==> config.mk <==
export PLATFORM = sky130hd
export DESIGN_NAME = wb_uart_lite
export DESIGN_NICKNAME = d
export VERILOG_FILES = /design/src/rtl/wb_uart_lite_pkg.sv /design/src/rtl/uart_sync_fifo.sv /design/src/rtl/wb_uart_lite.sv
export SDC_FILE = /design/constraint.sdc
export NUM_CORES = 1
export LEC_CHECK = 0
export BUFFER_PORTS_ARGS = -buffer_cell sky130_fd_sc_hd__buf_2
export CAP_MARGIN = 10
export CORE_ASPECT_RATIO = 1.25
export CORE_UTILIZATION = 58
export CTS_CLUSTER_SIZE = 30
export DETAILED_ROUTE_END_ITERATION = 10
export GPL_TIMING_DRIVEN = 0
export PLACE_DENSITY = 0.85
export SYNTH_ARGS = -nofsm -noshare
export SYNTH_HDL_FRONTEND = slang
export SYNTH_SLANG_ARGS = --single-unit
==> constraint.sdc <==
create_clock -name wb_clk_i -period 3.8 [get_ports wb_clk_i]
set_input_delay 0.38 -clock wb_clk_i [delete_from_list [all_inputs] [get_ports wb_clk_i]]
set_output_delay 0.38 -clock wb_clk_i [all_outputs]
set_load 0.05 [all_outputs]
==> src/rtl/wb_uart_lite_pkg.sv <==
// Shared register map, status/control layouts and FSM encodings for wb_uart_lite.
package wb_uart_lite_pkg;

    localparam logic [1:0] REG_DATA   = 2'd0;
    localparam logic [1:0] REG_STATUS = 2'd1;
    localparam logic [1:0] REG_CTRL   = 2'd2;

    localparam int unsigned STAT_OVERRUN_BIT   = 3;
    localparam int unsigned STAT_FRAME_ERR_BIT = 4;

    localparam logic [1:0] TX_IDLE  = 2'd0;
    localparam logic [1:0] TX_START = 2'd1;
    localparam logic [1:0] TX_DATA  = 2'd2;
    localparam logic [1:0] TX_STOP  = 2'd3;

    localparam logic [1:0] RX_IDLE  = 2'd0;
    localparam logic [1:0] RX_START = 2'd1;
    localparam logic [1:0] RX_DATA  = 2'd2;
    localparam logic [1:0] RX_STOP  = 2'd3;

    typedef struct packed {
        logic frame_err;
        logic overrun;
        logic tx_idle;
        logic tx_full;
        logic rx_valid;
    } uart_status_t;

    typedef struct packed {
        logic tx_ie;
        logic rx_ie;
    } uart_ctrl_t;

endpackage

==> src/rtl/uart_sync_fifo.sv <==
// Synchronous FIFO with first-word fall-through read; pushes while full are dropped.
module uart_sync_fifo #(
    parameter int unsigned WIDTH = 8,
    parameter int unsigned DEPTH = 4
) (
    input  logic             clk,
    input  logic             rst,
    input  logic             push,
    input  logic [WIDTH-1:0] wr_data,
    input  logic             pop,
    output logic [WIDTH-1:0] rd_data,
    output logic             full,
    output logic             empty
);

    localparam int unsigned AW = $clog2(DEPTH);

    logic [WIDTH-1:0] mem [DEPTH];
    logic [AW:0]      wr_ptr;
    logic [AW:0]      rd_ptr;
    logic             do_push;
    logic             do_pop;

    // Extra pointer bit distinguishes full from empty when the indices match.
    assign empty   = (wr_ptr == rd_ptr);
    assign full    = (wr_ptr[AW] != rd_ptr[AW]) && (wr_ptr[AW-1:0] == rd_ptr[AW-1:0]);
    assign do_push = push & ~full;
    assign do_pop  = pop & ~empty;
    assign rd_data = mem[rd_ptr[AW-1:0]];

    always_ff @(posedge clk) begin
        if (rst) begin
            wr_ptr <= '0;
            rd_ptr <= '0;
        end else begin
            if (do_push) wr_ptr <= wr_ptr + (AW+1)'(1);
            if (do_pop)  rd_ptr <= rd_ptr + (AW+1)'(1);
        end
    end

    always_ff @(posedge clk) begin
        if (do_push) mem[wr_ptr[AW-1:0]] <= wr_data;
    end

endmodule

==> src/rtl/wb_uart_lite.sv <==
// Wishbone slave 8N1 UART: register decode, TX FIFO + serialiser, RX deserialiser, interrupt.
module wb_uart_lite
    import wb_uart_lite_pkg::*;
#(
    parameter int unsigned CLK_DIV  = 434,
    parameter int unsigned TX_DEPTH = 4
) (
    input  logic        wb_clk_i,
    input  logic        wb_rst_i,
    input  logic        wb_cyc_i,
    input  logic        wb_stb_i,
    input  logic        wb_we_i,
    input  logic [31:0] wb_adr_i,
    input  logic [31:0] wb_dat_i,
    input  logic [3:0]  wb_sel_i,
    output logic [31:0] wb_dat_o,
    output logic        wb_ack_o,
    input  logic        rx_i,
    output logic        tx_o,
    output logic        int_o
);

    localparam int unsigned         CNT_W     = $clog2(CLK_DIV);
    localparam logic [CNT_W-1:0]    BIT_LAST  = CNT_W'(CLK_DIV - 1);
    localparam logic [CNT_W-1:0]    HALF_LAST = CNT_W'(CLK_DIV / 2 - 1);

    // Bus decode: one access per request cycle, acked on the following cycle.
    logic        bus_req;
    logic [1:0]  reg_sel;
    logic        wr_en;
    logic        tx_push;
    logic        stat_wr;
    logic        ctrl_wr;
    logic        data_rd;
    logic [31:0] rd_data;
    logic        unused_bits;

    assign bus_req     = wb_cyc_i & wb_stb_i & ~wb_ack_o;
    assign reg_sel     = wb_adr_i[3:2];
    assign wr_en       = bus_req & wb_we_i & wb_sel_i[0];
    assign tx_push     = wr_en & (reg_sel == REG_DATA);
    assign stat_wr     = wr_en & (reg_sel == REG_STATUS);
    assign ctrl_wr     = wr_en & (reg_sel == REG_CTRL);
    assign data_rd     = bus_req & ~wb_we_i & (reg_sel == REG_DATA);
    assign unused_bits = ^{wb_adr_i[31:4], wb_adr_i[1:0], wb_dat_i[31:8], wb_sel_i[3:1]};

    logic         rx_valid;
    logic [7:0]   rx_byte;
    logic         overrun;
    logic         frame_err;
    uart_ctrl_t   ctrl;
    uart_status_t status;

    // TX FIFO and serialiser
    logic [7:0]       fifo_rd_data;
    logic             tx_full;
    logic             tx_empty;
    logic             tx_pop;
    logic [1:0]       tx_state;
    logic [1:0]       tx_state_nxt;
    logic [CNT_W-1:0] tx_cnt;
    logic [2:0]       tx_bit;
    logic [2:0]       tx_bit_nxt;
    logic [7:0]       tx_shift;
    logic             tx_line_nxt;
    logic             tx_tick;
    logic             tx_idle;

    uart_sync_fifo #(
        .WIDTH (8),
        .DEPTH (TX_DEPTH)
    ) u_tx_fifo (
        .clk     (wb_clk_i),
        .rst     (wb_rst_i),
        .push    (tx_push),
        .wr_data (wb_dat_i[7:0]),
        .pop     (tx_pop),
        .rd_data (fifo_rd_data),
        .full    (tx_full),
        .empty   (tx_empty)
    );

    assign tx_tick = (tx_cnt == BIT_LAST);
    assign tx_idle = tx_empty & (tx_state == TX_IDLE);

    // STOP pops straight into START when more data waits, so frames run gap-free.
    always_comb begin
        tx_state_nxt = tx_state;
        tx_pop       = 1'b0;
        tx_bit_nxt   = tx_bit;
        tx_line_nxt  = 1'b1;
        case (tx_state)
            TX_IDLE: begin
                if (!tx_empty) begin
                    tx_pop       = 1'b1;
                    tx_state_nxt = TX_START;
                end
            end
            TX_START: begin
                if (tx_tick) tx_state_nxt = TX_DATA;
            end
            TX_DATA: begin
                if (tx_tick) begin
                    tx_bit_nxt = tx_bit + 3'd1;
                    if (tx_bit == 3'd7) tx_state_nxt = TX_STOP;
                end
            end
            TX_STOP: begin
                if (tx_tick) begin
                    if (!tx_empty) begin
                        tx_pop       = 1'b1;
                        tx_state_nxt = TX_START;
                    end else begin
                        tx_state_nxt = TX_IDLE;
                    end
                end
            end
            default: tx_state_nxt = TX_IDLE;
        endcase
        case (tx_state_nxt)
            TX_START: tx_line_nxt = 1'b0;
            TX_DATA:  tx_line_nxt = tx_shift[tx_bit_nxt];
            default:  tx_line_nxt = 1'b1;
        endcase
    end

    always_ff @(posedge wb_clk_i) begin
        if (wb_rst_i) begin
            tx_state <= TX_IDLE;
            tx_cnt   <= '0;
            tx_bit   <= '0;
            tx_shift <= '0;
            tx_o     <= 1'b1;
        end else begin
            tx_state <= tx_state_nxt;
            tx_bit   <= tx_bit_nxt;
            tx_o     <= tx_line_nxt;
            tx_cnt   <= (tx_state == TX_IDLE || tx_tick) ? '0 : tx_cnt + CNT_W'(1);
            if (tx_pop) tx_shift <= fifo_rd_data;
        end
    end

    // RX synchroniser, edge detect and deserialiser
    logic             rx_meta;
    logic             rx_sync;
    logic             rx_prev;
    logic             rx_fall;
    logic [1:0]       rx_state;
    logic [1:0]       rx_state_nxt;
    logic [CNT_W-1:0] rx_cnt;
    logic             rx_cnt_clr;
    logic [2:0]       rx_bit;
    logic [7:0]       rx_shift;
    logic             rx_shift_en;
    logic             rx_done;

    assign rx_fall = rx_prev & ~rx_sync;

    always_comb begin
        rx_state_nxt = rx_state;
        rx_cnt_clr   = 1'b0;
        rx_shift_en  = 1'b0;
        rx_done      = 1'b0;
        case (rx_state)
            RX_IDLE: begin
                rx_cnt_clr = 1'b1;
                if (rx_fall) rx_state_nxt = RX_START;
            end
            RX_START: begin
                if (rx_cnt == HALF_LAST) begin
                    rx_cnt_clr   = 1'b1;
                    rx_state_nxt = rx_sync ? RX_IDLE : RX_DATA;
                end
            end
            RX_DATA: begin
                if (rx_cnt == BIT_LAST) begin
                    rx_cnt_clr  = 1'b1;
                    rx_shift_en = 1'b1;
                    if (rx_bit == 3'd7) rx_state_nxt = RX_STOP;
                end
            end
            RX_STOP: begin
                if (rx_cnt == BIT_LAST) begin
                    rx_cnt_clr   = 1'b1;
                    rx_done      = 1'b1;
                    rx_state_nxt = RX_IDLE;
                end
            end
            default: rx_state_nxt = RX_IDLE;
        endcase
    end

    always_ff @(posedge wb_clk_i) begin
        if (wb_rst_i) begin
            rx_meta  <= 1'b1;
            rx_sync  <= 1'b1;
            rx_prev  <= 1'b1;
            rx_state <= RX_IDLE;
            rx_cnt   <= '0;
            rx_bit   <= '0;
            rx_shift <= '0;
        end else begin
            rx_meta  <= rx_i;
            rx_sync  <= rx_meta;
            rx_prev  <= rx_sync;
            rx_state <= rx_state_nxt;
            rx_cnt   <= rx_cnt_clr ? '0 : rx_cnt + CNT_W'(1);
            if (rx_shift_en) begin
                rx_bit   <= rx_bit + 3'd1;
                rx_shift <= {rx_sync, rx_shift[7:1]};
            end
        end
    end

    // Register file, read mux and interrupt
    assign status = {frame_err, overrun, tx_idle, tx_full, rx_valid};

    always_comb begin
        rd_data = '0;
        case (reg_sel)
            REG_DATA:   if (rx_valid) rd_data = {24'b0, rx_byte};
            REG_STATUS: rd_data = {27'b0, status};
            REG_CTRL:   rd_data = {30'b0, ctrl};
            default:    rd_data = '0;
        endcase
    end

    // A DATA read racing a new byte returns the old byte and does not count as overrun.
    always_ff @(posedge wb_clk_i) begin
        if (wb_rst_i) begin
            wb_ack_o  <= 1'b0;
            wb_dat_o  <= '0;
            rx_valid  <= 1'b0;
            rx_byte   <= '0;
            overrun   <= 1'b0;
            frame_err <= 1'b0;
            ctrl      <= '0;
            int_o     <= 1'b0;
        end else begin
            wb_ack_o <= bus_req;
            if (bus_req) wb_dat_o <= wb_we_i ? 32'b0 : rd_data;
            if (rx_done) begin
                rx_byte  <= rx_shift;
                rx_valid <= 1'b1;
            end else if (data_rd) begin
                rx_valid <= 1'b0;
            end
            overrun   <= (overrun & ~(stat_wr & wb_dat_i[STAT_OVERRUN_BIT]))
                       | (rx_done & rx_valid & ~data_rd);
            frame_err <= (frame_err & ~(stat_wr & wb_dat_i[STAT_FRAME_ERR_BIT]))
                       | (rx_done & ~rx_sync);
            if (ctrl_wr) ctrl <= uart_ctrl_t'(wb_dat_i[1:0]);
            int_o <= (ctrl.rx_ie & rx_valid) | (ctrl.tx_ie & tx_idle);
        end
    end

endmodule
---- Word level (Yosys, flattened, before mapping) ----
Memories as Yosys holds them, arrays and structs flattened. A register that Yosys moved wholly into a read port is not among the register bits.
Index checks and enable logic that the tools add are counted.
operators by class
  bitwise gates (word level) .............. 33
  magnitude comparators ................... 1
  reduce and logical (&&, ||, !) cells .... 10
  eq/ne operators ......................... 23
  muxes and demuxes ....................... 34
  $add $sub $neg .......................... 6
operator list
  cell                                                                  count
  32-bit case mux with 3 select lines                                   1
  32-bit two-way mux                                                    1
  1-bit bitwise AND                                                     22
  2-bit two-way mux                                                     11
  9-bit by 1-bit adder with 9-bit output, second input constant         2
  9-bit == test, second input constant                                  2
  2-bit case mux with 4 select lines                                    2
  3-bit by 1-bit adder with 3-bit output, second input constant         4
  2-bit == test, second input constant                                  6
  1-bit two-way mux                                                     12
  2-bit inequality test, second input constant                          5
  9-bit by 8-bit == test with 1-bit output, second input constant       1
  2-bit by 1-bit == test with 1-bit output, second input constant       4
  8-bit two-way mux                                                     1
  1-bit inverter                                                        8
  3-bit == test, second input constant                                  2
  2-bit zero test                                                       3
  3-bit two-way mux                                                     2
  2-bit OR reduction                                                    3
  5-bit AND reduction                                                   1
  3-bit by 4-bit < comparator with 1-bit output, second input constant  1
  1-bit case mux with 2 select lines                                    2
  1-bit binary-select mux with 3-bit select                             1
  3-bit == test                                                         1
  7 further kinds                                                       9
word-level totals
  memories ................................ 1
  bits in writable memories ............... 32
  output and inout bits ................... 35
  register bits after elaboration ......... 93
memories
  memory         depth  width  rd ports  clocked after memory_dff  wr ports  line                  RTL
  u_tx_fifo.mem  4      8      1         1                         1         uart_sync_fifo.sv:18  logic [WIDTH-1:0] mem [DEPTH];

---- Depth between registers and ports, before layout ----
Gate-level depths: netlist (run 1).
  depth in word-level cells ............... 9
  gate-level depth with buffers ........... 9
  mapped depth without buffers ............ 8

---- Modules after synthesis ----
Synthesis (run 1) repeated with hierarchy kept, for this count alone.
second synthesis, totals
  cell total of the unflattened synthesis .. 483
  area, all modules ....................... 5,083.6 um^2
modules (own cells, without submodules)
  module          area each (um^2)  cells an instance  times used  sequential area each (um^2)
  wb_uart_lite    3,352.0           373                1           1,421.4
  uart_sync_fifo  1,731.7           110                1           1,121.1

---- Worst setup path after synthesis (run 1) ----
Ideal clock, no wire load.
  kind .................................... reg-to-reg
  from .................................... reg tx_state[0]
  to ...................................... reg tx_o
  path buffers ............................ 0
  setup slack ............................. 1.568 ns
  data arrival time ....................... 2.118 ns
  cell stages (with the launch flop) ...... 9
  cells stage by stage .................... dfxtp_1 inv_1 ha_1 inv_1 or4_1 nand3_1 a211oi_1 or4b_1 a21o_1
on the way
  word-level cells in the longest chain between the ends .. 5
ends and longest elaborated chain
  item                                                                                             line                                     RTL
  from (decl)                                                                                      wb_uart_lite.sv:59                       logic [1:0] tx_state;
  from (signal assigned)                                                                           wb_uart_lite.sv:135                      tx_state <= tx_state_nxt;
  2-bit == test or 2-bit two-way mux (tied branches)                                               wb_uart_lite.sv:92, wb_uart_lite.sv:105
  3-bit two-way mux or 2-bit two-way mux (tied branches)                                           wb_uart_lite.sv:92, wb_uart_lite.sv:103
  1-bit binary-select mux with 3-bit select or 2-bit case mux with 4 select lines (tied branches)  wb_uart_lite.sv:122, wb_uart_lite.sv:92
  1-bit two-way mux (not written as such), or another cell as far along                            wb_uart_lite.sv:122                      TX_DATA: tx_line_nxt = tx_shift[tx_bit_nxt];
  1-bit case mux with 2 select lines (*)                                                           wb_uart_lite.sv:120                      case (tx_state_nxt)
  to (signal assigned)                                                                             wb_uart_lite.sv:137                      tx_o <= tx_line_nxt;
  to (decl)                                                                                        wb_uart_lite.sv:19                       output logic tx_o,
Mark *: on every way between the ends. The rest lies on a longest branch, timed or not. The select of a mux whose other input is x is not followed.
A chain may end at the register's enable or synchronous reset.

---- Worst setup path in the final report (run 1) ----
Same ends and word-level chain as after synthesis.

==> out/qor.txt, run 1 <==
Max Cap Viol - 0
FP Rows - 37
Nets - 596
Root buffer cell - clkbuf_8
Die ar. - 8780 um^2
Die Wd - 84.0 um
Kind of critical path - register to register
IR drop worst, VDD - 0.340 mV
Crit. End Element - register
First-pass GRT wire length - 14700 um
Hold Crit Depth - 2
Hold Crit Start - rx_i
HP Class - input port to register
Reg2reg setup slack - 1390 ps
Die height - 104 um
Largest net degree at the start of global routing - 21
Area share of the largest cell type after synthesis - 31.6%
Setup TNS - 0 ps
Post-CTS setup buffer count - 0
Highest metal used - met4
Cells after Synth - 443
Post-CTS sizing - 0
Clk pwr share - 30.2%
Failing checks - DRC
Routed wl met2 - 4630 um
Worst Hold Path EP - rx_meta
Status - finished, violations left
Worst r2r dst - tx_o
Syn. warnings - 0
Instance count on the critical path - 8
I/O Buffers - 26
Worst R2R Path Depth - 8
Comb power frac - 16.7%
Crit-path cells - inv_1, ha_1, inv_1, or4_1, nand3_1, a211oi_1, or4b_1, a21o_1
RR Startpoint - tx_state[0]
Final hold vios - 0
Most common cell in the synthesized netlist - nor2_1
Post-Route WL - 8700 um
Crit path DAT - 2680 ps
Remaining DRCs - 2
Final Max Slew Viols - 0
Delay-heaviest family, CP - simple AND/OR/NAND/NOR gates
Initial Util - 59.5%
Clock buffer count from CTS - 9
Net switching power - 0.675 mW
Layout cells sized above 1 - 19.3%
Final cell area excluding filler cells - 5420 um^2
Post-synthesis cell area - 4870 um^2
Main combinational cell family by area after synthesis - simple AND/OR/NAND/NOR gates
Post-Place Cell Area - 5210 um^2
Clock skew - 14.7 ps
Bufs and invs on worst path - 2
Critical Path Fanout Max - 5
I/O pins - 109
Most common cell on crit path - inv_1
Xor/xnor share of the synthesized area - 3.95%
Slew Limit Headroom - 51.0%
Max clock buf depth - 2
Yosys reg bits - 109
Primary FF master, synth - dfxtp_1
Via count - 3266
Ratio of final minimum period to clock period - 63.3%
Slew @ Worst Pin - 729 ps
Via/cell ratio - 5.40
Starting DRT DRC Count - 123
Synth top cells by count - 84 x nor2_1, 77 x dfxtp_1, 34 x mux2i_1
Final setup fails - 0
Final ANT Viol Nets - 0
Core area - 8190 um^2
Leak pwr - 2.11 nW
Post-Synth Simple-Gate Area - 15.1%
RSZ-0062 raised after global routing - false
Gpl congestion - 0.821
Drt wl/cell - 14.4 um
Sequential power share - 53.1%
Clk Latency, worst-skew pair - 380 ps
Async set-or-reset flop fraction in the synthesized netlist - 0%
Initial DRT Pass Iterations - 7
Worst path max stage delay - 610 ps
Switching Fraction - 28.5%
Reg clk slew, reported paths - 110 ps
Total power draw - 2.37 mW
Worst hold margin - 181 ps
Fmax - 416 MHz
DRT met1 WL - 3500 um
Vias in the first global route - 3280
Pwr dens - 436 nW/um^2
Cts hold-fix bufs - 0
Fillers - 624
CTS tree - yes
Top cells by area, synth - dfxtp_1 32%, edfxtp_1 20%, mux2i_1 7.0%, nor2_1 6.5%, ha_1 4.9%
Diode count - 0
Dominant cell type by area after synthesis - dfxtp_1
Antenna violations before repair - 0
Slowest-stage cell, CP - or4_1
P&R area growth vs syn - 11.3%
Global Route Usage Sum - 21.2%
Post-synth cell types - 56
Crit path time final - 2410 ps
Met3 wire length - 323 um
Detailed Place HPWL - 6530 um
H-tree depth - 3
Startpoint types - register
Pint - 1.69 mW
Post-synthesis mux area share - 12.1%
Post-synth EDFFs - 32
Crit path required time - 4070 ps
Post-synthesis area per instance - 11.0 um^2
Post-Synth Adder-Cell Area - 4.88%
Grt ovf - 0
Post-synthesis sequential area ratio - 51.3%
Clock sink total - 109
Complex-gate fraction of the synthesized area - 6.16%
layout by cell type, fill, tap and decap left out, types with 4 or more instances in the layout:
cell and n:
a21oi_1 9, a22oi_1 6, and2_1 5, buf_2 29
buf_4 25, clkbuf_1 13, clkbuf_8 9, conb_1 24
dfxtp_1 77, edfxtp_1 32, ha_1 19, inv_1 10
mux2i_1 34, mux4_2 10, nand2_1 18, nand2b_1 4
nand3_1 10, nand4_1 5, nor2_1 84, o21ai_0 5
or2_2 5, xnor2_1 13, xor2_1 9
layer usage:
metal,vias up,GRT usage [%]
li1,1629,-
met1,1543,22.2
met2,74,40.0
met3,20,4.84
met4,0,8.99
met5,-,0
layout make-up:
class	count	area (um^2)	area share, %
clock inverters	6	62.6	1.15
repair buffers	26	130	2.40
clock buffers	10	149	2.75
well taps	97	121	2.24
flip-flops and latches	109	2500	46.1
inverters	10	37.5	0.692
plain buffers	43	274	5.05
multi-input cells	304	2150	39.6
through the flow:
stage / cells / setup slack [ps] / util, %
floorplan: 466 / 1570 / -
global placement: 589 / 1420 / 63.6
detailed placement: 589 / 1380 / 63.6
CTS: 605 / 1370 / 66.2
global route: 605 / 1190 / 66.2
finish: 605 / 1390 / 66.2
flip-flops by register name, indices dropped and copies added (netlist names), 2 cells and up, named ones only:
| register | cells |
|---|---|
| u_tx_fifo.mem | 32 |
| rx_cnt | 9 |
| tx_cnt | 9 |
| rx_byte | 8 |
| rx_shift | 8 |
| tx_shift | 8 |
| wb_dat_o | 8 |
| rx_bit | 3 |
| tx_bit | 3 |
| u_tx_fifo.rd_ptr | 3 |
| u_tx_fifo.wr_ptr | 3 |
| ctrl | 2 |
| tx_state | 2 |
power groups by stage:
stage	Combinational (mW)	Clock [mW]	Sequential, mW
after CTS	0.397	0.719	1.26
after detailed placement	0.393	0	1.28
final	0.394	0.714	1.26
after floorplan	0.315	0	1.28
after global placement	0.379	0	1.28
after global routing	0.427	0.764	1.26
worst register-to-register path: stages, from the launching register on:
cell	delay, ps
dfxtp_1	370
inv_1	130
ha_1	250
inv_1	70
or4_1	610
nand3_1	120
a211oi_1	70
or4b_1	500
a21o_1	190
cell families (layout without fill, tap and decap cells):
logic type,Yosys count,count (layout)
other,1,24
AOI/OAI and AO/OA,40,40
and+or+nand+nor,153,153
muxes,46,46
buffers and inverters,53,95
DFF,109,109
adders and majority gates,19,19
xor gates and xnor gates,22,22
how the worst max path moves through the flow:
stage                              startpoint                   to  slack (ps)
final                             tx_state[0]                 tx_o        1390
after global routing      u_tx_fifo.rd_ptr[1]  u_tx_fifo.wr_ptr[2]        1190
after CTS                 u_tx_fifo.rd_ptr[1]  u_tx_fifo.mem[3][0]        1370
after detailed placement  u_tx_fifo.rd_ptr[1]  u_tx_fifo.wr_ptr[2]        1380
after global placement               wb_cyc_i  u_tx_fifo.mem[3][5]        1420
after floorplan                   tx_state[0]                 tx_o        1570
Note: power is estimated with default switching activity, not from simulation.
==> run 2: changes to the inputs <==
--- a/config.mk
+++ b/config.mk
@@ -5,14 +5,15 @@
 export SDC_FILE = /design/constraint.sdc
 export NUM_CORES = 1
 export LEC_CHECK = 0
+export ABC_AREA = 1
 export BUFFER_PORTS_ARGS = -buffer_cell sky130_fd_sc_hd__buf_2
 export CAP_MARGIN = 10
 export CORE_ASPECT_RATIO = 1.25
-export CORE_UTILIZATION = 58
+export CORE_UTILIZATION = 49
 export CTS_CLUSTER_SIZE = 30
 export DETAILED_ROUTE_END_ITERATION = 10
 export GPL_TIMING_DRIVEN = 0
-export PLACE_DENSITY = 0.85
+export PLACE_DENSITY = 0.76
 export SYNTH_ARGS = -nofsm -noshare
 export SYNTH_HDL_FRONTEND = slang
 export SYNTH_SLANG_ARGS = --single-unit
==> constraint.sdc (replaced) <==
create_clock -name wb_clk_i -period 2.08 [get_ports wb_clk_i]
set_input_delay 0.208 -clock wb_clk_i [delete_from_list [all_inputs] [get_ports wb_clk_i]]
set_output_delay 0.208 -clock wb_clk_i [all_outputs]
set_load 0.05 [all_outputs]
==> run 2 against run 1 <==
Compared with the run above:
- the run now ends clean
- final area increased by 2.7%
- power increased by 120%
- combinational power grew to 3.0 times the previous value
- global-route usage is 1.7 points lower
- clock skew shrank 8.8 ps
- sequential cell count unchanged
- cell count rose by 27%
- clock power is 130% higher
- count of clock-buffer cells in the layout unchanged
- register-to-register slack worse by 1400 ps
- die area is 19% higher
- via count grew 17%
- largest cell class unchanged
==> out/qor.txt, run 2 <==
Status - finished, final reports clean
Final core occ - 57.6% (-8.5 points)
First-pass GRT wire length - 16000 um (+8.7%)
Ratio of final minimum period to clock period - 98.3% (+35 points)
Most frequent cells in the layout - 89 x nor2_1, 81 x nand2_1, 77 x dfxtp_1
Slew @ Worst Pin - 823 ps (+94.5 ps)
FP Rows - 40 (+8.1%)
Final Max Slew Viols - 0 (unchanged)
HP Class - input port to register
Starting DRT DRC Count - 194 (+58%)
I/O pins - 109 (unchanged)
Switching Fraction - 31.5% (+3.0 points)
Leak pwr - 2.34 nW (+11%)
Crit. End Element - register
Initial DRT Pass Iterations - 4 (-3)
Largest net degree at the start of global routing - 19 (-9.5%)
Root buffer cell - clkbuf_16
Diode count - 0 (unchanged)
Total power draw - 5.17 mW (+120%)
Final cell area excluding filler cells - 5570 um^2 (+2.7%)
Crit-path cells - nor2_1, nand3_1, inv_1, o211ai_2, nor2_1
Max Cap Viol - 0 (unchanged)
H-tree depth - 3 (unchanged)
Cells after Synth - 580 (+31%)
Top cells by area, synth - dfxtp_1 31%, edfxtp_1 20%, nor2_1 6.9%, nand2_1 6.2%, o21ai_0 5.4%
Clk pwr share - 31.2% (+1.0 points)
Dpl cells - 755 (+28%)
Critical Path Fanout Max - 8 (+3)
CTS tree - yes
Net switching power - 1.63 mW (+140%)
Die Wd - 91.4 um (+8.9%)
Post-synthesis area per instance - 8.45 um^2 (-23%)
Yosys reg bits - 109 (unchanged)
Sequential power share - 45.6% (-7.5 points)
Post-Route WL - 9640 um (+11%)
Synth top cells by count - 90 x nor2_1, 81 x nand2_1, 77 x dfxtp_1
Area share of the largest cell type after synthesis - 31.5% (-0.17 points)
Comb power frac - 23.1% (+6.4 points)
Async set-or-reset flop fraction in the synthesized netlist - 0% (unchanged)
P&R area growth vs syn - 13.6%
Die height - 114 um (+8.9%)
Final std cells w/o fill - 771 (+27%)
Fmax - 489 MHz (+18%)
Max reg flops - 32 (unchanged)
Via count - 3835 (+17%)
Slew Limit Headroom - 44.9% (-6.1 points)
Final hold vios - 0 (unchanged)
Syn. warnings - 0 (unchanged)
Primary FF master, synth - dfxtp_1
Final setup margin - 36.1 ps (-1360 ps)
Place WS - -52.8 ps (-1430 ps)
Startpoint types - register
I/O Buffers - 26 (unchanged)
Final setup fails - 0 (unchanged)
Kind of critical path - register to register
Initial Util - 50.7% (-8.7 points)
Layout cells sized above 1 - 13.6% (-5.6 points)
Post-Place Cell Area - 5270 um^2 (+1.2%)
Worst path max stage delay - 680 ps (+70 ps)
Grt ovf - 0 (unchanged)
Dominant cell type by area after synthesis - dfxtp_1
Vias in the first global route - 3583 (+9.2%)
Post-CTS setup buffer count - 0 (unchanged)
Gpl congestion - 0.845 (+2.9%)
Clock skew - 5.92 ps (-8.77 ps)
Detailed Place HPWL - 7000 um (+7.3%)
Post-synthesis sequential area ratio - 51.1% (-0.28 points)
Bufs and invs on worst path - 1 (-1)
Clock buffer count from CTS - 9 (unchanged)
RSZ-0062 raised after global routing - true
Final ANT Viol Nets - 0 (unchanged)
Antenna violations before repair - 0 (unchanged)
Pint - 3.54 mW (+110%)
Post-synthesis cell area - 4900 um^2 (+0.54%)
Reg clk slew, reported paths - 70 ps (-40 ps)
Delay-heaviest family, CP - simple AND/OR/NAND/NOR gates
Via/cell ratio - 4.97 (-7.9%)
Crit path DAT - 2020 ps (-660 ps)
Global Route Usage Sum - 19.5% (-1.7 points)
Crit path required time - 2060 ps (-2010 ps)
Post-synth cell types - 44 (-21%)
Drt wl/cell - 12.5 um (-13%)
Most common cell on crit path - nor2_1
Pwr dens - 929 nW/um^2 (+110%)
Remaining DRCs - 0 (-2)
Clock sink total - 109 (unchanged)
Clk Latency, worst-skew pair - 350 ps (-30 ps)
Most common cell after layout, fill and taps aside - nor2_1
IR drop worst, VDD - 0.449 mV (+32%)
Most common cell in the synthesized netlist - nor2_1
Post-synth EDFFs - 32 (unchanged)
Crit path time final - 2040 ps (-362 ps)
Fillers - 815 (+31%)
Cts hold-fix bufs - 0 (unchanged)
Core area - 9660 um^2 (+18%)
Slowest-stage cell, CP - nor2_1
Nets - 733 (+23%)
Die ar. - 10400 um^2 (+19%)
Max clock buf depth - 2 (unchanged)
==> run 2: cell types whose count changed after synthesis, moves of 9 or more <==
cell / previous run / this run
mux2i_1: 34 / 0
nand3_1: 10 / 28
mux4_2: 10 / 0
inv_1: 10 / 59
a21oi_1: 9 / 36
nand2_1: 18 / 81
o21ai_0: 5 / 53
xnor2_1: 13 / 4
==> run 2: metal layers <==
layer | wire length [um] | part of all wire [%] | global-route usage (%) | vias up
li1 | - | - | - | 1979
met1 | 3940 | 41 | 21.4 | 1747
met2 | 4990 | 52 | 36.0 | 90
met3 | 460 | 4.8 | 3.27 | 19
met4 | 244 | 2.5 | 10.2 | 0
met5 | 0 | 0 | 0 | -
==> run 2: area by class of cell <==
type	count	area, um^2	share of cell area [%]
Multi-Input combinational cell	391	2000	35.9
Inverter	64	240	4.32
Timing Repair Buffer	26	130	2.34
Sequential cell	109	2500	45.0
Buffer	39	254	4.56
Tap cell	126	158	2.83
Clock buffer	10	239	4.29
Clock inverter	6	46.3	0.832
==> run 2: final timing paths <==
kind / from / end / slack [ps] / depth (start not counted)
min: rx_i / rx_meta / 40 / 2
max reg2reg: wb_ack_o / u_tx_fifo.mem[1][0] / 40 / 5
max: wb_ack_o / u_tx_fifo.mem[1][0] / 40 / 5
min reg2reg: rx_meta / rx_sync / 410 / 1
==> run 2: cells by family (layout without fill, tap and decap cells) <==
kind of cell	after synthesis	count (layout)	synth area share, %
AOI/OAI and AO/OA	111	111	12.5
xor gates and xnor gates	7	7	1.25
adders and majority gates	19	19	4.85
buffers and inverters	103	145	10.1
DFF	109	109	51.1
other	1	24	0.0765
and+or+nand+nor	230	230	20.2
==> run 2: through the flow <==
stage	setup TNS, ps	hold WS [ps]
after floorplan	0	307
after global placement	-500	395
after detailed placement	-448	395
after CTS	0	29.2
after global routing	-2050	32.3
final	0	37.2
==> run 2: power groups by stage <==
stage | Combinational [mW] | Clock (mW) | Sequential [mW]
after global routing | 1.33 | 1.72 | 2.38
after global placement | 1.15 | 0 | 2.40
final | 1.20 | 1.61 | 2.36
after detailed placement | 1.18 | 0 | 2.41
after floorplan | 0.882 | 0 | 2.43
after CTS | 1.19 | 1.64 | 2.36
==> run 2: timing repair <==
item                                   CTS  global route
setup endpoints to repair                9            27
endpoints found under the hold margin    0             0
resized for setup                        1             1
cloned                                   0             0
==> run 3: changes to the inputs <==
--- a/config.mk
+++ b/config.mk
@@ -5,10 +5,8 @@
 export SDC_FILE = /design/constraint.sdc
 export NUM_CORES = 1
 export LEC_CHECK = 0
-export ABC_AREA = 1
 export BUFFER_PORTS_ARGS = -buffer_cell sky130_fd_sc_hd__buf_2
 export CAP_MARGIN = 10
-export CORE_ASPECT_RATIO = 1.25
 export CORE_UTILIZATION = 49
 export CTS_CLUSTER_SIZE = 30
 export DETAILED_ROUTE_END_ITERATION = 10
==> run 3 against run 2 <==
Compared with the run above:
- the run now ends with setup timing left
- utilization up 1.8 points
- critical path depth increased by 3
- power is 12% lower
- worst setup slack worse by 160 ps
- sequential power is 3% lower
- die area shrank 0.55%
- via count is 13% lower
- cell count decreased by 15%
- largest power group unchanged
==> out/qor.txt, run 3 (synthesis results as in run 1) <==
Die height - 102 um (-11%)
Global Route Usage Sum - 19.6% (+0.040 points)
Most common cell after layout, fill and taps aside - nor2_1
Starting DRT DRC Count - 211 (+8.8%)
First-pass GRT wire length - 15200 um (-4.9%)
Via count - 3352 (-13%)
Post-Place Cell Area - 5330 um^2 (+1.1%)
H-tree depth - 3 (unchanged)
Final core occ - 59.4% (+1.8 points)
Dpl cells - 625 (-17%)
Final std cells w/o fill - 653 (-15%)
HP Class - input port to register
Switching Fraction - 26.9% (-4.7 points)
Via/cell ratio - 5.13 (+3.2%)
FP Rows - 36 (-10%)
Clock sink total - 109 (unchanged)
Total power draw - 4.53 mW (-12%)
I/O Buffers - 26 (unchanged)
Root buffer cell - clkbuf_8
CTS tree - yes
Final ANT Viol Nets - 0 (unchanged)
Remaining DRCs - 0 (unchanged)
Startpoint types - register
Final setup margin - -123 ps (-159 ps)
Max clock buf depth - 2 (unchanged)
Clk pwr share - 30.3% (-0.9 points)
Sequential power share - 50.8% (+5.2 points)
Die Wd - 102 um (+11%)
Detailed Place HPWL - 6680 um (-4.6%)
RSZ-0062 raised after global routing - true
Critical Path Fanout Max - 5 (-3)
P&R area growth vs syn - 18.0%
Pint - 3.31 mW (-6.5%)
Die ar. - 10300 um^2 (-0.55%)
Clk Latency, worst-skew pair - 370 ps (+20 ps)
Largest net degree at the start of global routing - 18 (-1)
Net switching power - 1.22 mW (-25%)
Nets - 607 (-17%)
Fmax - 454 MHz (-7.2%)
Gpl congestion - 0.797 (-5.6%)
Final cell area excluding filler cells - 5750 um^2 (+3.3%)
Comb power frac - 18.8% (-4.3 points)
Clock skew - 15.8 ps (+9.93 ps)
Clock buffer count from CTS - 9 (unchanged)
Vias in the first global route - 3165 (-12%)
Final setup fails - 1 (+1)
Most frequent cells in the layout - 83 x nor2_1, 70 x dfxtp_1, 37 x buf_4
Setup TNS - -123 ps (-123 ps)
Max Cap Viol - 0 (unchanged)
Status - finished, violations left
Crit path required time - 2350 ps (+290 ps)
Slew @ Worst Pin - 777 ps (-46.4 ps)
Worst hold margin - 56.8 ps (+19.6 ps)
Crit. End Element - register
Final Max Slew Viols - 0 (unchanged)
Place WS - -337 ps (-284 ps)
Post-Route WL - 9430 um (-2.2%)
Antenna violations before repair - 1 (+1)
Drt wl/cell - 14.4 um (+16%)
Max reg flops - 32 (unchanged)
Core area - 9680 um^2 (+0.26%)
Layout cells sized above 1 - 26.4% (+13 points)
I/O pins - 109 (unchanged)
Reg2reg setup slack - -120 ps (-160 ps)
Initial Util - 50.3% (-0.40 points)
Ratio of final minimum period to clock period - 106% (+7.6 points)
Initial DRT Pass Iterations - 4 (unchanged)
Grt ovf - 0 (unchanged)
Failing checks - setup timing
Final hold vios - 0 (unchanged)
Crit path time final - 2200 ps (+159 ps)
Crit path DAT - 2480 ps (+460 ps)
Leak pwr - 2.19 nW (-6.6%)
Reg clk slew, reported paths - 110 ps (+40 ps)
Kind of critical path - register to register
Slew Limit Headroom - 47.7% (+2.8 points)
IR drop worst, VDD - 0.305 mV (-32%)
Pwr dens - 787 nW/um^2 (-15%)
run 3: cell type report:
cell class                 count  area (um^2)
antenna                        1         2.50
timing repair buffer          38          223
inverter                      10         40.0
tap                          133          166
buffer                        41          287
clock buffer                  10          128
sequential                   109         2520
multi-input combinational    305         2300
fill                         808         3930
clock inverter                 6         85.1
run 3: power by group through the flow:
stage / clock network, mW / logic, mW / registers [mW]
after CTS: 1.40 / 0.814 / 2.30
final: 1.37 / 0.853 / 2.30
after floorplan: 0 / 0.594 / 2.35
after global placement: 0 / 0.721 / 2.34
after detailed placement: 0 / 0.742 / 2.35
after global routing: 1.49 / 0.918 / 2.31
run 3: path summary, 6_finish.rpt:
kind,end,cells after the start,startpoint
hold reg to reg,rx_sync,1,rx_meta
setup reg to reg,tx_o,8,tx_state[0]
setup / recovery,tx_o,8,tx_state[0]
hold / removal,u_tx_fifo.mem[1][5],1,wb_dat_i[5]
run 3: timing repair:
item	in CTS	in global routing
buffers inserted	9	2
pin swaps	4	4
endpoints found under the setup margin	60	63
hold buffers	0	1
gates resized for setup	19	19
hold endpoints to repair	0	1
gates cloned	0	1
run 3: layer usage:
layer / global-route usage (%) / share of wire, % / up-vias
li1: - / - / 1659
met1: 23.8 / 43 / 1580
met2: 33.2 / 50 / 95
met3: 5.24 / 5.3 / 18
met4: 7.58 / 2.1 / 0
met5: 0 / 0 / -
run 3: worst max-delay path, stage by stage (launching register included):
cell and delay (ps):
dfxtp_2 380, inv_4 90, ha_4 140, inv_1 60, or4_4 570, nand3_1 120
a211oi_1 70, or4b_1 500, a21o_1 180
